--- src/rtl/pipe_adder_pkg.sv ---
// Shared definitions for the pipelined adder: the add/subtract mode
// encoding and the helper that derives the per-stage chunk width.
package pipe_adder_pkg;

   typedef enum logic {
      MODE_ADD = 1'b0,
      MODE_SUB = 1'b1
   } mode_e;

   // Bits handled by each pipeline stage; width must divide evenly by stages.
   function automatic int chunk_width(input int width, input int stages);
      return width / stages;
   endfunction

endpackage

--- src/rtl/pipe_adder_if.sv ---
// Valid/ready operand and result channels of the pipelined adder.
// The master side supplies operands and consumes results; the slave side
// is the adder itself.
interface pipe_adder_if #(
   parameter int WIDTH = 32
);
   logic             in_valid;
   logic             in_ready;
   logic [WIDTH-1:0] A;
   logic [WIDTH-1:0] B;
   logic             sub;
   logic             out_valid;
   logic             out_ready;
   logic [WIDTH-1:0] Out;
   logic             cout;
   logic             ovf;

   modport master (
      output in_valid, A, B, sub, out_ready,
      input  in_ready, out_valid, Out, cout, ovf
   );

   modport slave (
      input  in_valid, A, B, sub, out_ready,
      output in_ready, out_valid, Out, cout, ovf
   );
endinterface

--- src/rtl/pipe_adder_slice.sv ---
// Combinational chunk adder: one pipeline stage's slice of the carry chain.
module adder_slice #(
   parameter int CW = 16
) (
   input  logic [CW-1:0] a,
   input  logic [CW-1:0] b,
   input  logic          cin,
   output logic [CW-1:0] sum,
   output logic          cout
);

   assign {cout, sum} = {1'b0, a} + {1'b0, b} + {{CW{1'b0}}, cin};

endmodule

--- src/rtl/pipe_adder.sv ---
// Pipelined add/subtract unit. Operands are cut into STAGES chunks, LSB
// first; stage k adds chunk k with the carry registered by stage k-1 while
// the untouched upper chunks ride along. Each stage holds a valid bit and
// the pipeline collapses bubbles under valid/ready back-pressure.
// WIDTH must be at least 2 and divisible by STAGES.
module pipe_adder
   import pipe_adder_pkg::*;
#(
   parameter int WIDTH  = 32,
   parameter int STAGES = 2
) (
   input logic       clk,
   input logic       reset,
   input logic       flush,
   pipe_adder_if.slave bus
);

   localparam int CW = chunk_width(WIDTH, STAGES);

   logic [STAGES-1:0]            valid_vec;
   logic [STAGES-1:0]            free_vec;
   logic [STAGES-1:0]            carry_vec;
   logic [STAGES-1:0][WIDTH-1:0] sum_vec;
   logic [STAGES-1:0][WIDTH-1:0] a_vec;
   logic [STAGES-1:0][WIDTH-1:0] b_vec;
   logic                         take;
   logic                         unused_tail;

   // A stage can load when it is empty or its content moves on this edge;
   // the chain starts at the consumer's out_ready.
   always_comb begin : free_chain
      logic chain;
      chain    = bus.out_ready;
      free_vec = '0;
      for (int k = STAGES - 1; k >= 0; k--) begin
         free_vec[k] = !valid_vec[k] || chain;
         chain       = free_vec[k];
      end
   end

   assign bus.in_ready = free_vec[0] && !flush && !reset;
   assign take         = bus.in_valid && bus.in_ready;

   for (genvar gi = 0; gi < STAGES; gi++) begin : g_stage
      logic             src_valid;
      logic [WIDTH-1:0] src_a;
      logic [WIDTH-1:0] src_b;
      logic [WIDTH-1:0] src_sum;
      logic             src_cin;
      logic [CW-1:0]    slice_sum;
      logic             slice_cout;
      logic [WIDTH-1:0] sum_next;
      logic             valid_reg;
      logic             carry_reg;
      logic [WIDTH-1:0] sum_reg;
      logic [WIDTH-1:0] a_reg;
      logic [WIDTH-1:0] b_reg;

      if (gi == 0) begin : g_head
         // Subtraction is A + ~B + 1: invert B once here and feed sub as carry-in.
         assign src_cin   = (mode_e'(bus.sub) == MODE_SUB);
         assign src_valid = take;
         assign src_a     = bus.A;
         assign src_b     = src_cin ? ~bus.B : bus.B;
         assign src_sum   = '0;
      end else begin : g_body
         assign src_cin   = carry_vec[gi-1];
         assign src_valid = valid_vec[gi-1];
         assign src_a     = a_vec[gi-1];
         assign src_b     = b_vec[gi-1];
         assign src_sum   = sum_vec[gi-1];
      end

      adder_slice #(.CW(CW)) u_slice (
         .a    (src_a[gi*CW +: CW]),
         .b    (src_b[gi*CW +: CW]),
         .cin  (src_cin),
         .sum  (slice_sum),
         .cout (slice_cout)
      );

      // Merge this stage's chunk into the partial sum accumulated so far.
      always_comb begin
         sum_next                 = src_sum;
         sum_next[gi*CW +: CW]    = slice_sum;
      end

      // Stage register: reset clears everything, flush drops the valid bit,
      // otherwise load from the previous stage whenever this one is free.
      always_ff @(posedge clk) begin
         if (reset) begin
            valid_reg <= 1'b0;
            carry_reg <= 1'b0;
            sum_reg   <= '0;
            a_reg     <= '0;
            b_reg     <= '0;
         end else if (flush) begin
            valid_reg <= 1'b0;
         end else if (free_vec[gi]) begin
            valid_reg <= src_valid;
            if (src_valid) begin
               carry_reg <= slice_cout;
               sum_reg   <= sum_next;
               a_reg     <= src_a;
               b_reg     <= src_b;
            end
         end
      end

      assign valid_vec[gi] = valid_reg;
      assign carry_vec[gi] = carry_reg;
      assign sum_vec[gi]   = sum_reg;
      assign a_vec[gi]     = a_reg;
      assign b_vec[gi]     = b_reg;
   end

   // Results come straight from the last stage registers, so they stay put
   // while stalled. out_valid is masked in a cycle that discards the pipe.
   assign bus.out_valid = valid_vec[STAGES-1] && !flush && !reset;
   assign bus.Out       = sum_vec[STAGES-1];
   assign bus.cout      = carry_vec[STAGES-1];
   assign bus.ovf       = (a_vec[STAGES-1][WIDTH-1] == b_vec[STAGES-1][WIDTH-1]) &&
                          (sum_vec[STAGES-1][WIDTH-1] != a_vec[STAGES-1][WIDTH-1]);

   // Only the sign bits of the operands that reach the last stage matter.
   assign unused_tail = ^{a_vec[STAGES-1][WIDTH-2:0], b_vec[STAGES-1][WIDTH-2:0]};

endmodule
--- src/flat_wrapper.sv ---
// flat-port wrapper written by rule: the top's interface ports become plain ports
module pipe_adder_flat import pipe_adder_pkg::*;
#(
   parameter int WIDTH  = 32,
   parameter int STAGES = 2
)
  (clk, reset, flush, bus_in_valid, bus_A, bus_B, bus_sub, bus_out_ready, bus_in_ready, bus_out_valid, bus_Out, bus_cout, bus_ovf);
  pipe_adder_if #(.WIDTH(WIDTH)) bus_i ();
  input logic clk;
  input logic reset;
  input logic flush;
  input wire logic [$bits(bus_i.in_valid)-1:0] bus_in_valid;
  input wire logic [$bits(bus_i.A)-1:0] bus_A;
  input wire logic [$bits(bus_i.B)-1:0] bus_B;
  input wire logic [$bits(bus_i.sub)-1:0] bus_sub;
  input wire logic [$bits(bus_i.out_ready)-1:0] bus_out_ready;
  output wire logic [$bits(bus_i.in_ready)-1:0] bus_in_ready;
  output wire logic [$bits(bus_i.out_valid)-1:0] bus_out_valid;
  output wire logic [$bits(bus_i.Out)-1:0] bus_Out;
  output wire logic [$bits(bus_i.cout)-1:0] bus_cout;
  output wire logic [$bits(bus_i.ovf)-1:0] bus_ovf;
  assign bus_i.in_valid = bus_in_valid;
  assign bus_i.A = bus_A;
  assign bus_i.B = bus_B;
  assign bus_i.sub = bus_sub;
  assign bus_i.out_ready = bus_out_ready;
  assign bus_in_ready = bus_i.in_ready;
  assign bus_out_valid = bus_i.out_valid;
  assign bus_Out = bus_i.Out;
  assign bus_cout = bus_i.cout;
  assign bus_ovf = bus_i.ovf;
  pipe_adder #(.WIDTH(WIDTH), .STAGES(STAGES)) u_core (.clk(clk), .reset(reset), .flush(flush), .bus(bus_i));
endmodule
--- config.mk ---
export PLATFORM = sky130hd
export DESIGN_NAME = pipe_adder_flat
export DESIGN_NICKNAME = d
export VERILOG_FILES = /design/src/rtl/pipe_adder_pkg.sv /design/src/rtl/pipe_adder_if.sv /design/src/rtl/pipe_adder_slice.sv /design/src/rtl/pipe_adder.sv /design/src/flat_wrapper.sv
export SDC_FILE = /design/constraint.sdc
export NUM_CORES = 1
export LEC_CHECK = 0
export ABC_CLOCK_PERIOD_IN_PS = 5600
export CELL_PAD_IN_SITES_DETAIL_PLACEMENT = 0
export CELL_PAD_IN_SITES_GLOBAL_PLACEMENT = 1
export CORE_MARGIN = 8
export CORE_UTILIZATION = 30
export CTS_BUF_LIST = sky130_fd_sc_hd__clkbuf_16
export CTS_CLUSTER_DIAMETER = 150
export DETAILED_ROUTE_END_ITERATION = 12
export GPL_ROUTABILITY_DRIVEN = 0
export PLACE_DENSITY = 0.72
export SYNTH_ARGS = -nofsm -noshare
export SYNTH_HDL_FRONTEND = slang
export SYNTH_SLANG_ARGS = --single-unit
export TNS_END_PERCENT = 50
--- constraint.sdc ---
create_clock -name clk -period 5.6 [get_ports clk]
set_clock_uncertainty 0.2 [all_clocks]
set_input_delay 1.12 -clock clk [delete_from_list [all_inputs] [get_ports clk]]
set_output_delay 1.12 -clock clk [all_outputs]
set_load 0.03 [all_outputs]
Word level (Yosys, flattened, before mapping) --
Cells that the tools add are included.
Word-level totals: output and inout bits 36, input port bits 70, flip-flop bits (word level) 180
Operators by class: multiplexer cells 1, add/sub/neg operators 4, reductions and logical operators 15, bitwise logic cells 2, eq/ne operators 2
Operators by type and width (count):
- adder 16 x 16 -> 17 bit | 2
- adder 17 x 1 -> 17 bit | 2
- two-way mux 32 bit | 1
- NOT 32 bit | 1
- logical AND 1 bit | 6
- AND reduction 3 bit | 2
- logical NOT 1 bit | 4
- logical OR 1 bit | 2
- OR reduction 2 bit | 1
- == test 1 bit | 1
- != test 1 bit | 1
- NOT 1 bit | 1

Longest topological paths before layout --
Gate-level depths: netlist (run 1).
depth after elaboration 7, mapped depth 11, mapped depth without buffers 9

Modules after synthesis --
A second synthesis (run 1) with hierarchy kept.
Unflattened totals: cells, all modules 596, area total of the unflattened synthesis 4981.0 um^2
By module, submodules not included:
- pipe_adder | area each 3499.6 um^2, cells an instance 415, times used 1
- adder_slice (u_core.g_stage[1].u_slice) | area each 748.2 um^2, cells an instance 92, times used 1
- adder_slice (u_core.g_stage[0].u_slice) | area each 733.2 um^2, cells an instance 89, times used 1

Worst setup path after synthesis (run 1) --
No wires, ideal clock.
path kind in2reg, start input port bus_sub, end register u_core.g_stage[0].sum_reg[15], path slack 1.985 ns, path buffers 3, cell stages on the path 11, required time 5.280 ns, arrival time 3.295 ns, library setup time 0.120 ns, cells stage by stage buf_2 -> buf_2 -> buf_2 -> xor2_1 -> ha_1 -> a21o_1 -> a21oi_1 -> o21bai_1 -> o211ai_4 -> o2111a_1 -> a211o_1
Between the ends: word-level cells in the longest chain between the ends 3
RTL lines:
- start: declaration | line flat_wrapper.sv:15 | input wire logic [$bits(bus_i.sub)-1:0] bus_sub;
- two-way mux 32 bit | line pipe_adder.sv:64 | assign src_b = src_cin ? ~bus.B : bus.B;
- adder 16 x 16 -> 17 bit | line pipe_adder_slice.sv:12 | assign {cout, sum} = {1'b0, a} + {1'b0, b} + {{CW{1'b0}}, cin};
- adder 17 x 1 -> 17 bit * | line pipe_adder_slice.sv:12
- end signal: assignment | line pipe_adder.sv:103 | sum_reg <= sum_next;
- end: declaration | line pipe_adder.sv:55 | logic [WIDTH-1:0] sum_reg;
Every way passes the cells marked *; elsewhere a longest branch is shown, timed or not. A chain may end at the register's enable or synchronous reset.

Final worst setup path (run 1) --
start input port flush, end output port bus_in_ready
Between the ends: word-level cells in the longest chain between the ends 3
RTL lines:
- start: declaration | line flat_wrapper.sv:11 | input logic flush;
- logical NOT 1 bit | line pipe_adder.sv:41 | assign bus.in_ready = free_vec[0] && !flush && !reset;
- logical AND 1 bit (2 in series) | line pipe_adder.sv:41
- end: declaration | line flat_wrapper.sv:17 | output wire logic [$bits(bus_i.in_ready)-1:0] bus_in_ready;
No other way between the ends.

==> results of run 1 <==
-- where the power goes --
part	internal, mW	switching, mW
clock network	0.339	0.240
registers	0.635	0.0135
logic	0.137	0.161
total	1.11	0.414
-- metal layers --
layer / wire length, µm / vias to the layer above / track usage (%)
met5: 0 / - / 0
met4: 233 / 0 / 5.03
met3: 597 / 17 / 3.02
met2: 6570 / 90 / 23.3
met1: 6590 / 2012 / 17.2
li1: - / 2282 / -
-- worst paths after layout --
check	cells past startpoint	to	slack, ps	startpoint
worst max register to register	9	u_core.bus.Out[28]	2910	u_core.g_stage[0].b_reg[16]
worst min register to register	2	u_core.bus.Out[8]	250	u_core.bus.Out[8]
worst min-delay path	2	u_core.bus.Out[8]	250	u_core.bus.Out[8]
worst max-delay path	4	bus_in_ready	1350	flush
-- cells by family (layout without fill, tap and decap cells) --
kind of cell | count (synthesis) | after routing | share of synthesized area (%)
adders and majority gates | 33 | 33 | 9.07
and+or+nand+nor | 216 | 216 | 19.8
AOI/OAI and AO/OA | 175 | 175 | 24.0
DFF | 86 | 86 | 35.9
muxes | 2 | 2 | 0.417
xor gates and xnor gates | 38 | 38 | 6.93
buffers and inverters | 46 | 139 | 3.94
-- cell type report --
cell class | count | area, µm²
fillers | 1610 | 9460
multi-input cells | 464 | 2910
flip-flops and latches | 86 | 1720
repair buffers | 110 | 1080
well taps | 216 | 270
clock buffers | 9 | 225
clock inverters | 7 | 57.6
inverters | 13 | 48.8
-- layout by cell type (no fill, tap or decap), types with 7 or more instances in the layout --
cell,n
dfxtp_1,86
a21oi_1,72
nor2b_1,7
o21a_1,9
nand2_1,109
a21o_1,7
o21ai_0,20
inv_1,15
ha_1,30
o211ai_1,7
nor2_1,43
a211oi_1,23
xor2_1,18
nor3_1,12
clkbuf_16,9
xnor2_1,20
clkdlybuf4s50_1,103
nand3_1,21
-- worst min-delay path: stages (launching register included) --
cell and delay (ps):
dfxtp_1 310, nand2_1 50, a21oi_1 50
==> run metrics, run 1 <==
drt pass-1 iters=4; Initial Util=30.4%; Clock Pin Slew Worst Setup and Hold Paths=60 ps; vias in the first global route=4452; Worst setup SP type=input pin; fin crit share=75.9%; largest net degree at the start of global routing=76; most frequent cells after synthesis=109 x nand2_1, 86 x dfxtp_1, 72 x a21oi_1; Fin. Hold Viols=0; max reg flops=32; DRC=0; fin crit period=4250 ps; Worst path slowest cell=clkdlybuf4s50_1; Max Cap Viol=0; initial antenna violation count=0; DP HPWL=10300 µm; I/O Buffers=105; CTS Buf Count=9; Layout Nets=787; YS warnings=0; setup ws final=1350 ps; critical path type=in2out; CP max FO=4; core area=15800 µm²; status=complete, no violations; max frequency=235 MHz; cell with the most instances after synthesis=nand2_1; CP cell instances=clkdlybuf4s50_1 -> nor2_1 -> a21boi_1 -> clkdlybuf4s50_1; post-synthesis sequential area ratio=35.9%; htree depth=3; CTS tree=done; post-route ant nets=0; CP max stage delay=710 ps; grt total ovfl=0; area leader, netlist=dfxtp_1; post-route cell area=6310 µm²; clock root buffer=clkbuf_16; # IOs=106; Max Slew Vio Count=0; DRT Wirelength=14000 µm; number of flops mapped to enable cells by yosys=0; Post-Place Cells=889; initial DRC count=230; final setup vio count=0; worst-case clock buffer depth=2; CP arrival=2930 ps; Static Leak=2.33 nW; Seq cells post-synth=86; unrepaired setup endpoints after global routing=no; Cell Area, Synth=4800 µm²; clock sinks=86; share of layout cells above drive strength 1=4.35%; vias per cell=4.86; via count=4401; top_reg_cell synth=dfxtp_1; asr flop ratio synth=0%; Max VDD drop=140 µV; Netlist cell types=55; PD cells=242 nW/µm²; post-synth top area share=35.9%; PostCTS Resize Cnt=0; syn_area_per_cell=8.05 µm²; cts hold-fix bufs=0; hold_ws=253 ps; DIE HEIGHT=142 µm; Layout area overhead=31.4%; cell mode on critical path=clkdlybuf4s50_1; total negative slack=0 ps; Site Rows=46; first-pass GRT wire length=22600 µm; fin util=40.0%; Die Wd=142 µm; worst-skew pair later-pin latency=340 ps; Finished Layout Cells=905; CP Capture Type=primary output; Worst EP required=4280 ps; Total Power=1.53 mW; Die Area=20300 µm²; worst slew pin tran=956 ps; critical path buffer and inverter count=2; Area after DPL=6020 µm²; Ant. Diodes=0; Top delay family on crit path=buffers and inverters; GRT Total Usage=13.9%; Post-CTS Setup Inserts=0; worst hold path type=reg2reg; Gate Count Post-Synth=596; post-synthesis net count=699; Wirelength per Cell=15.5 µm; Slew HR=36.3%; top post-synthesis cells by area=dfxtp_1 36%, nand2_1 8.5%, ha_1 7.8%; pre-CTS setup slack=1360 ps
(Power assumes the default switching activity.)
==> run 2: changes to the inputs <==
--- a/config.mk
+++ b/config.mk
@@ -5,7 +5,7 @@
 export SDC_FILE = /design/constraint.sdc
 export NUM_CORES = 1
 export LEC_CHECK = 0
-export ABC_CLOCK_PERIOD_IN_PS = 5600
+export ABC_CLOCK_PERIOD_IN_PS = 4300
 export CELL_PAD_IN_SITES_DETAIL_PLACEMENT = 0
 export CELL_PAD_IN_SITES_GLOBAL_PLACEMENT = 1
 export CORE_MARGIN = 8
==> constraint.sdc (replaced) <==
create_clock -name clk -period 4.3 [get_ports clk]
set_clock_uncertainty 0.2 [all_clocks]
set_input_delay 0.86 -clock clk [delete_from_list [all_inputs] [get_ports clk]]
set_output_delay 0.86 -clock clk [all_outputs]
set_load 0.03 [all_outputs]
==> run 2 against run 1 <==
Effect of this change: clock power increased by 29%; power increased by 30%; combinational power increased by 31%; first-iteration DRC count decreased by 3.0%; largest cell class unchanged; setup slack got worse by 810 ps; highest routed layer unchanged; flip-flop and latch count unchanged.
==> run metrics, run 2 (synthesis results as in run 1) <==
Die Area=20300 µm² (unchanged); CP cell instances=clkdlybuf4s50_1 -> nor2_1 -> a21boi_1 -> clkdlybuf4s50_1 (unchanged); hold-critical path depth=2 (unchanged); worst slew pin tran=805 ps (was 956 ps); DIE HEIGHT=142 µm (unchanged); Ant. Diodes=0 (unchanged); WP depth=4 (unchanged); initial antenna violation count=0 (unchanged); core area=15800 µm² (unchanged); layout filler cell count=1637 (was 1610); Slew HR=46.3% (was 36.3%); fin util=40.1% (was 40.0%); worst-case clock buffer depth=2 (unchanged); unrepaired setup endpoints after global routing=no (unchanged); Worst EP required=3240 ps (was 4280 ps); GRT Total Usage=14.1% (was 13.9%); initial DRC count=223 (was 230); post-route cell area=6330 µm² (was 6310 µm²); Worst Setup EP=bus_in_ready (unchanged); post-route ant nets=0 (unchanged); Initial Util=30.4% (unchanged); DRT Wirelength=14000 µm (about the same); final setup vio count=0 (unchanged); CP Capture Type=primary output (unchanged); largest net degree at the start of global routing=76 (unchanged); pre-CTS setup slack=543 ps (was 1360 ps); clock sinks=86 (unchanged); CP max stage delay=730 ps (was 710 ps); Fin. Hold Viols=0 (unchanged); Layout area overhead=31.9% (was 31.4%); critical path type=in2out (unchanged); setup ws final=542 ps (was 1350 ps); fin crit share=87.4%; CTS Buf Count=9 (unchanged); drt pass-1 iters=4 (unchanged); grt total ovfl=0 (unchanged); # IOs=106 (unchanged); htree depth=3 (unchanged); max frequency=266 MHz; Worst setup SP type=input pin (unchanged); Reg2Reg Setup Slack=1610 ps (was 2910 ps); hold_ws=249 ps (was 253 ps); reg2reg path depth=9 (unchanged); Site Rows=46 (unchanged); share of layout cells above drive strength 1=4.62% (was 4.35%); Post-CTS Setup Inserts=0 (unchanged); Top delay family on crit path=buffers and inverters (unchanged); worst hold path type=reg2reg (unchanged); Wirelength per Cell=15.4 µm (was 15.5 µm); r2r endpoint=u_core.bus.Out[28] (unchanged); CP arrival=2700 ps (was 2930 ps); DP HPWL=10500 µm (was 10300 µm); Worst path slowest cell=clkdlybuf4s50_1 (unchanged); Die Wd=142 µm (unchanged); PostCTS Resize Cnt=0 (unchanged); commonest cells after routing, fill and taps aside=109 x nand2_1, 103 x clkdlybuf4s50_1, 86 x dfxtp_1, 72 x a21oi_1, 43 x nor2_1 (unchanged); PD cells=314 nW/µm² (was 242 nW/µm²); Max VDD drop=167 µV (was 140 µV); vias in the first global route=4540 (was 4452); max reg flops=32 (unchanged); total negative slack=0 ps (unchanged); R2R Path Start=u_core.g_stage[0].b_reg[16] (unchanged); I/O Buffers=105 (unchanged); via count=4442 (was 4401); vias per cell=4.89 (was 4.86); status=complete, no violations (unchanged); cts hold-fix bufs=0 (unchanged); commonest non-fill, non-tap cell in the layout=nand2_1 (unchanged); DRC=0 (unchanged); worst-skew pair later-pin latency=340 ps (about the same); Static Leak=2.34 nW (was 2.33 nW); fin crit period=3760 ps; cell mode on critical path=clkdlybuf4s50_1 (unchanged); Max Cap Viol=0 (unchanged); CTS tree=done (unchanged); clock root buffer=clkbuf_16 (unchanged); Worst Setup SP=flush (unchanged); first-pass GRT wire length=22800 µm (was 22600 µm); critical path buffer and inverter count=2 (unchanged); Layout Nets=790 (was 787); CP max FO=4 (unchanged); Clock Pin Slew Worst Setup and Hold Paths=60 ps (about the same); Max Slew Vio Count=0 (unchanged); Area after DPL=6050 µm² (was 6020 µm²)
==> run 2: worst min-delay path: stages, from the launching register on <==
cell	delay, ps
dfxtp_1	310
nand2_1	50
a21oi_1	50
==> run 2: layer usage <==
layer	track usage, %	up-vias	routed length (µm)
li1	-	2281	-
met1	17.7	2042	6600
met2	23.1	102	6530
met3	2.58	17	566
met4	5.65	0	297
met5	0	-	0
==> run 2: where the power goes <==
part | switching (mW) | leakage, nW | internal (mW)
clock | 0.308 | 0.145 | 0.441
sequential | 0.0178 | 0.698 | 0.828
combinational | 0.210 | 1.50 | 0.180
==> run 2: worst min-delay path by stage <==
stage,from,endpoint,slack (ps)
finish,u_core.g_stage[0].sum_reg[7],u_core.bus.Out[7],250
global route,u_core.g_stage[0].sum_reg[7],u_core.bus.Out[7],270
CTS,u_core.g_stage[0].sum_reg[3],u_core.g_stage[0].sum_reg[3],250
detailed placement,u_core.g_stage[0].sum_reg[7],u_core.bus.Out[7],240
global placement,u_core.g_stage[0].sum_reg[1],u_core.bus.Out[1],240
floorplan,u_core.g_stage[0].sum_reg[15],u_core.bus.Out[15],230
==> run 2: layout make-up <==
| type | count | area [µm²] | share of cell area (%) |
|---|---|---|---|
| multi-input cells | 464 | 2910 | 45.9 |
| flip-flops and latches | 86 | 1720 | 27.2 |
| inverters | 13 | 48.8 | 0.771 |
| repair buffers | 113 | 1100 | 17.4 |
| clock buffers | 9 | 225 | 3.56 |
| well taps | 216 | 270 | 4.27 |
| clock inverters | 7 | 56.3 | 0.890 |
==> run 2: through the flow <==
step	total power, mW	cells
finish	1.98	908
global route	2.09	908
CTS	2.01	908
detailed placement	1.25	892
global placement	1.25	892
floorplan	1.11	596
==> run 3: changes to the inputs <==
--- a/config.mk
+++ b/config.mk
@@ -8,6 +8,7 @@
 export ABC_CLOCK_PERIOD_IN_PS = 4300
 export CELL_PAD_IN_SITES_DETAIL_PLACEMENT = 0
 export CELL_PAD_IN_SITES_GLOBAL_PLACEMENT = 1
+export CORE_ASPECT_RATIO = 1.1
 export CORE_MARGIN = 8
 export CORE_UTILIZATION = 30
 export CTS_BUF_LIST = sky130_fd_sc_hd__clkbuf_16
==> run 3 against run 2 <==
Effect of this change: design area is 0.77% lower; critical path depth stayed put; sequential power hardly changed; flip-flop and latch count stayed put; first-iteration DRC count is 16% higher; maximum frequency is 2.3% higher; clock power is 8.0% lower; power is 3.3% lower; sequential share of layout area is 0.21 points higher; global-route usage is 0.47 points lower; setup slack better by 83 ps; critical endpoint unchanged; largest cell class unchanged; highest routed layer unchanged.
==> run metrics, run 3 (synthesis results as in run 1) <==
hold_ws=250 ps (was 249 ps); Worst EP required=3240 ps (about the same); initial DRC count=259 (was 223); pre-CTS setup slack=597 ps (was 543 ps); Worst path slowest cell=clkdlybuf4s50_1 (unchanged); r2r endpoint=u_core.bus.Out[28] (unchanged); Die Area=20300 µm² (about the same); Worst Hold End=u_core.bus.Out[24] (was u_core.bus.Out[7]); hold-critical path depth=2 (unchanged); largest net degree at the start of global routing=76 (unchanged); CTS tree=done (unchanged); CTS Buf Count=9 (unchanged); I/O Buffers=105 (unchanged); status=complete, no violations (unchanged); commonest cells after routing, fill and taps aside=109 x nand2_1, 103 x clkdlybuf4s50_1, 86 x dfxtp_1, 72 x a21oi_1, 43 x nor2_1 (unchanged); cell mode on critical path=clkdlybuf4s50_1 (unchanged); GRT Total Usage=13.6% (was 14.1%); commonest non-fill, non-tap cell in the layout=nand2_1 (unchanged); Die Wd=137 µm (was 142 µm); worst-case clock buffer depth=2 (unchanged); clock root buffer=clkbuf_16 (unchanged); Total Power=1.92 mW (was 1.98 mW); CP Capture Type=primary output (unchanged); Ant. Diodes=0 (unchanged); Layout Nets=789 (was 790); first-pass GRT wire length=22200 µm (was 22800 µm); Clock Pin Slew Worst Setup and Hold Paths=60 ps (about the same); worst-skew pair later-pin latency=340 ps (about the same); setup ws final=625 ps (was 542 ps); grt total ovfl=0 (unchanged); initial antenna violation count=0 (unchanged); worst slew pin tran=793 ps (was 805 ps); worst hold path type=reg2reg (unchanged); post-route cell area=6280 µm² (was 6330 µm²); fin crit period=3680 ps (was 3760 ps); Slew HR=47.1% (was 46.3%); reg2reg path depth=9 (unchanged); Wirelength per Cell=15.1 µm (was 15.4 µm); Fin. Hold Viols=0 (unchanged); critical path buffer and inverter count=2 (unchanged); final setup vio count=0 (unchanged); DRT Wirelength=13400 µm (was 14000 µm); DRC=0 (unchanged); Max Cap Viol=0 (unchanged); layout filler cell count=1608 (was 1637); Area after DPL=6020 µm² (was 6050 µm²); cts hold-fix bufs=0 (unchanged); drt pass-1 iters=5 (was 4); GRT met1 Usage=16.2% (was 17.7%); vias in the first global route=4500 (was 4540); Worst Setup SP=flush (unchanged); HP Start=u_core.bus.Out[24] (was u_core.g_stage[0].sum_reg[7]); clock sinks=86 (unchanged); htree depth=3 (unchanged); CP cell instances=clkdlybuf4s50_1 -> nor2_1 -> a21boi_1 -> clkdlybuf4s50_1 (unchanged); met3 global-route usage=3.71% (was 2.58%); Site Rows=48 (was 46); Worst setup SP type=input pin (unchanged); total negative slack=0 ps (unchanged); Post-CTS Setup Inserts=0 (unchanged); Max VDD drop=166 µV (was 167 µV); Finished Layout Cells=891 (was 908); fin util=40.1% (about the same); Top delay family on crit path=buffers and inverters (unchanged); CP max stage delay=700 ps (was 730 ps); max frequency=272 MHz (was 266 MHz); share of layout cells above drive strength 1=4.20% (was 4.62%); Max Slew Vio Count=0 (unchanged); core area=15700 µm² (was 15800 µm²); Initial Util=30.6% (was 30.4%); via count=4362 (was 4442); DP HPWL=10300 µm (was 10500 µm); max reg flops=32 (unchanged); GR peak layer=met2 (unchanged); Layout area overhead=30.8% (was 31.9%); unrepaired setup endpoints after global routing=no (unchanged); PD cells=306 nW/µm² (was 314 nW/µm²); Post-Place Cells=875 (was 892); M2 GR Usage=22.8% (was 23.1%); vias per cell=4.90 (was 4.89); Reg area=1720 µm² (unchanged); fin crit share=85.5% (was 87.4%); PostCTS Resize Cnt=0 (unchanged); footprint of the multi-input gates=2910 µm² (unchanged); critical path type=in2out (unchanged); CP arrival=2620 ps (was 2700 ps); # IOs=106 (unchanged); Static Leak=2.32 nW (was 2.34 nW); post-route ant nets=0 (unchanged); Reg2Reg Setup Slack=1550 ps (was 1610 ps); R2R Path Start=u_core.g_stage[0].b_reg[16] (unchanged); CP max FO=4 (unchanged); DIE HEIGHT=149 µm (was 142 µm)
-- run 3: cell types whose count changed in the layout (fill, tap and decap cells not counted) --
cell	delta
bufinv_16	-1
buf_4	-1
clkinv_2	-3
inv_1	+2
clkinvlp_4	+1
clkinv_4	+1
-- run 3: routing by layer --
metal  share of wire (%)  wire, µm
met2                  48      6400
met5                   0         0
met3                 4.9       659
met4                 1.6       213
met1                  46      6170
-- run 3: power breakdown --
part           internal [mW]  total, mW  leakage, nW  switching [mW]
logic                  0.179      0.383         1.49           0.204
registers              0.828      0.847        0.698          0.0191
clock network          0.382      0.689        0.134           0.307
-- run 3: worst max path at each step --
stage,to,cells after the start
after CTS,bus_in_ready,4
after global placement,bus_in_ready,4
after detailed placement,bus_in_ready,4
after floorplan,u_core.g_stage[0].sum_reg[15],11
after global routing,bus_in_ready,4
final,bus_in_ready,4
-- run 3: final cells by class --
cell class	instances	share of cell area [%]
multi-input cells	464	46.3
repair buffers	112	17.4
inverters	13	0.777
clock inverters	7	0.558
well taps	200	3.98
clock buffers	9	3.59
flip-flops and latches	86	27.4
-- run 3: worst reg2reg max path: stages (launching register included) --
cell       delay [ps]
dfxtp_1           330
fa_1              480
inv_1              90
fa_1              220
nor2b_1            90
o2111ai_1         280
nand3_1           200
a31oi_1           310
nor4_1             90
a311o_1           350
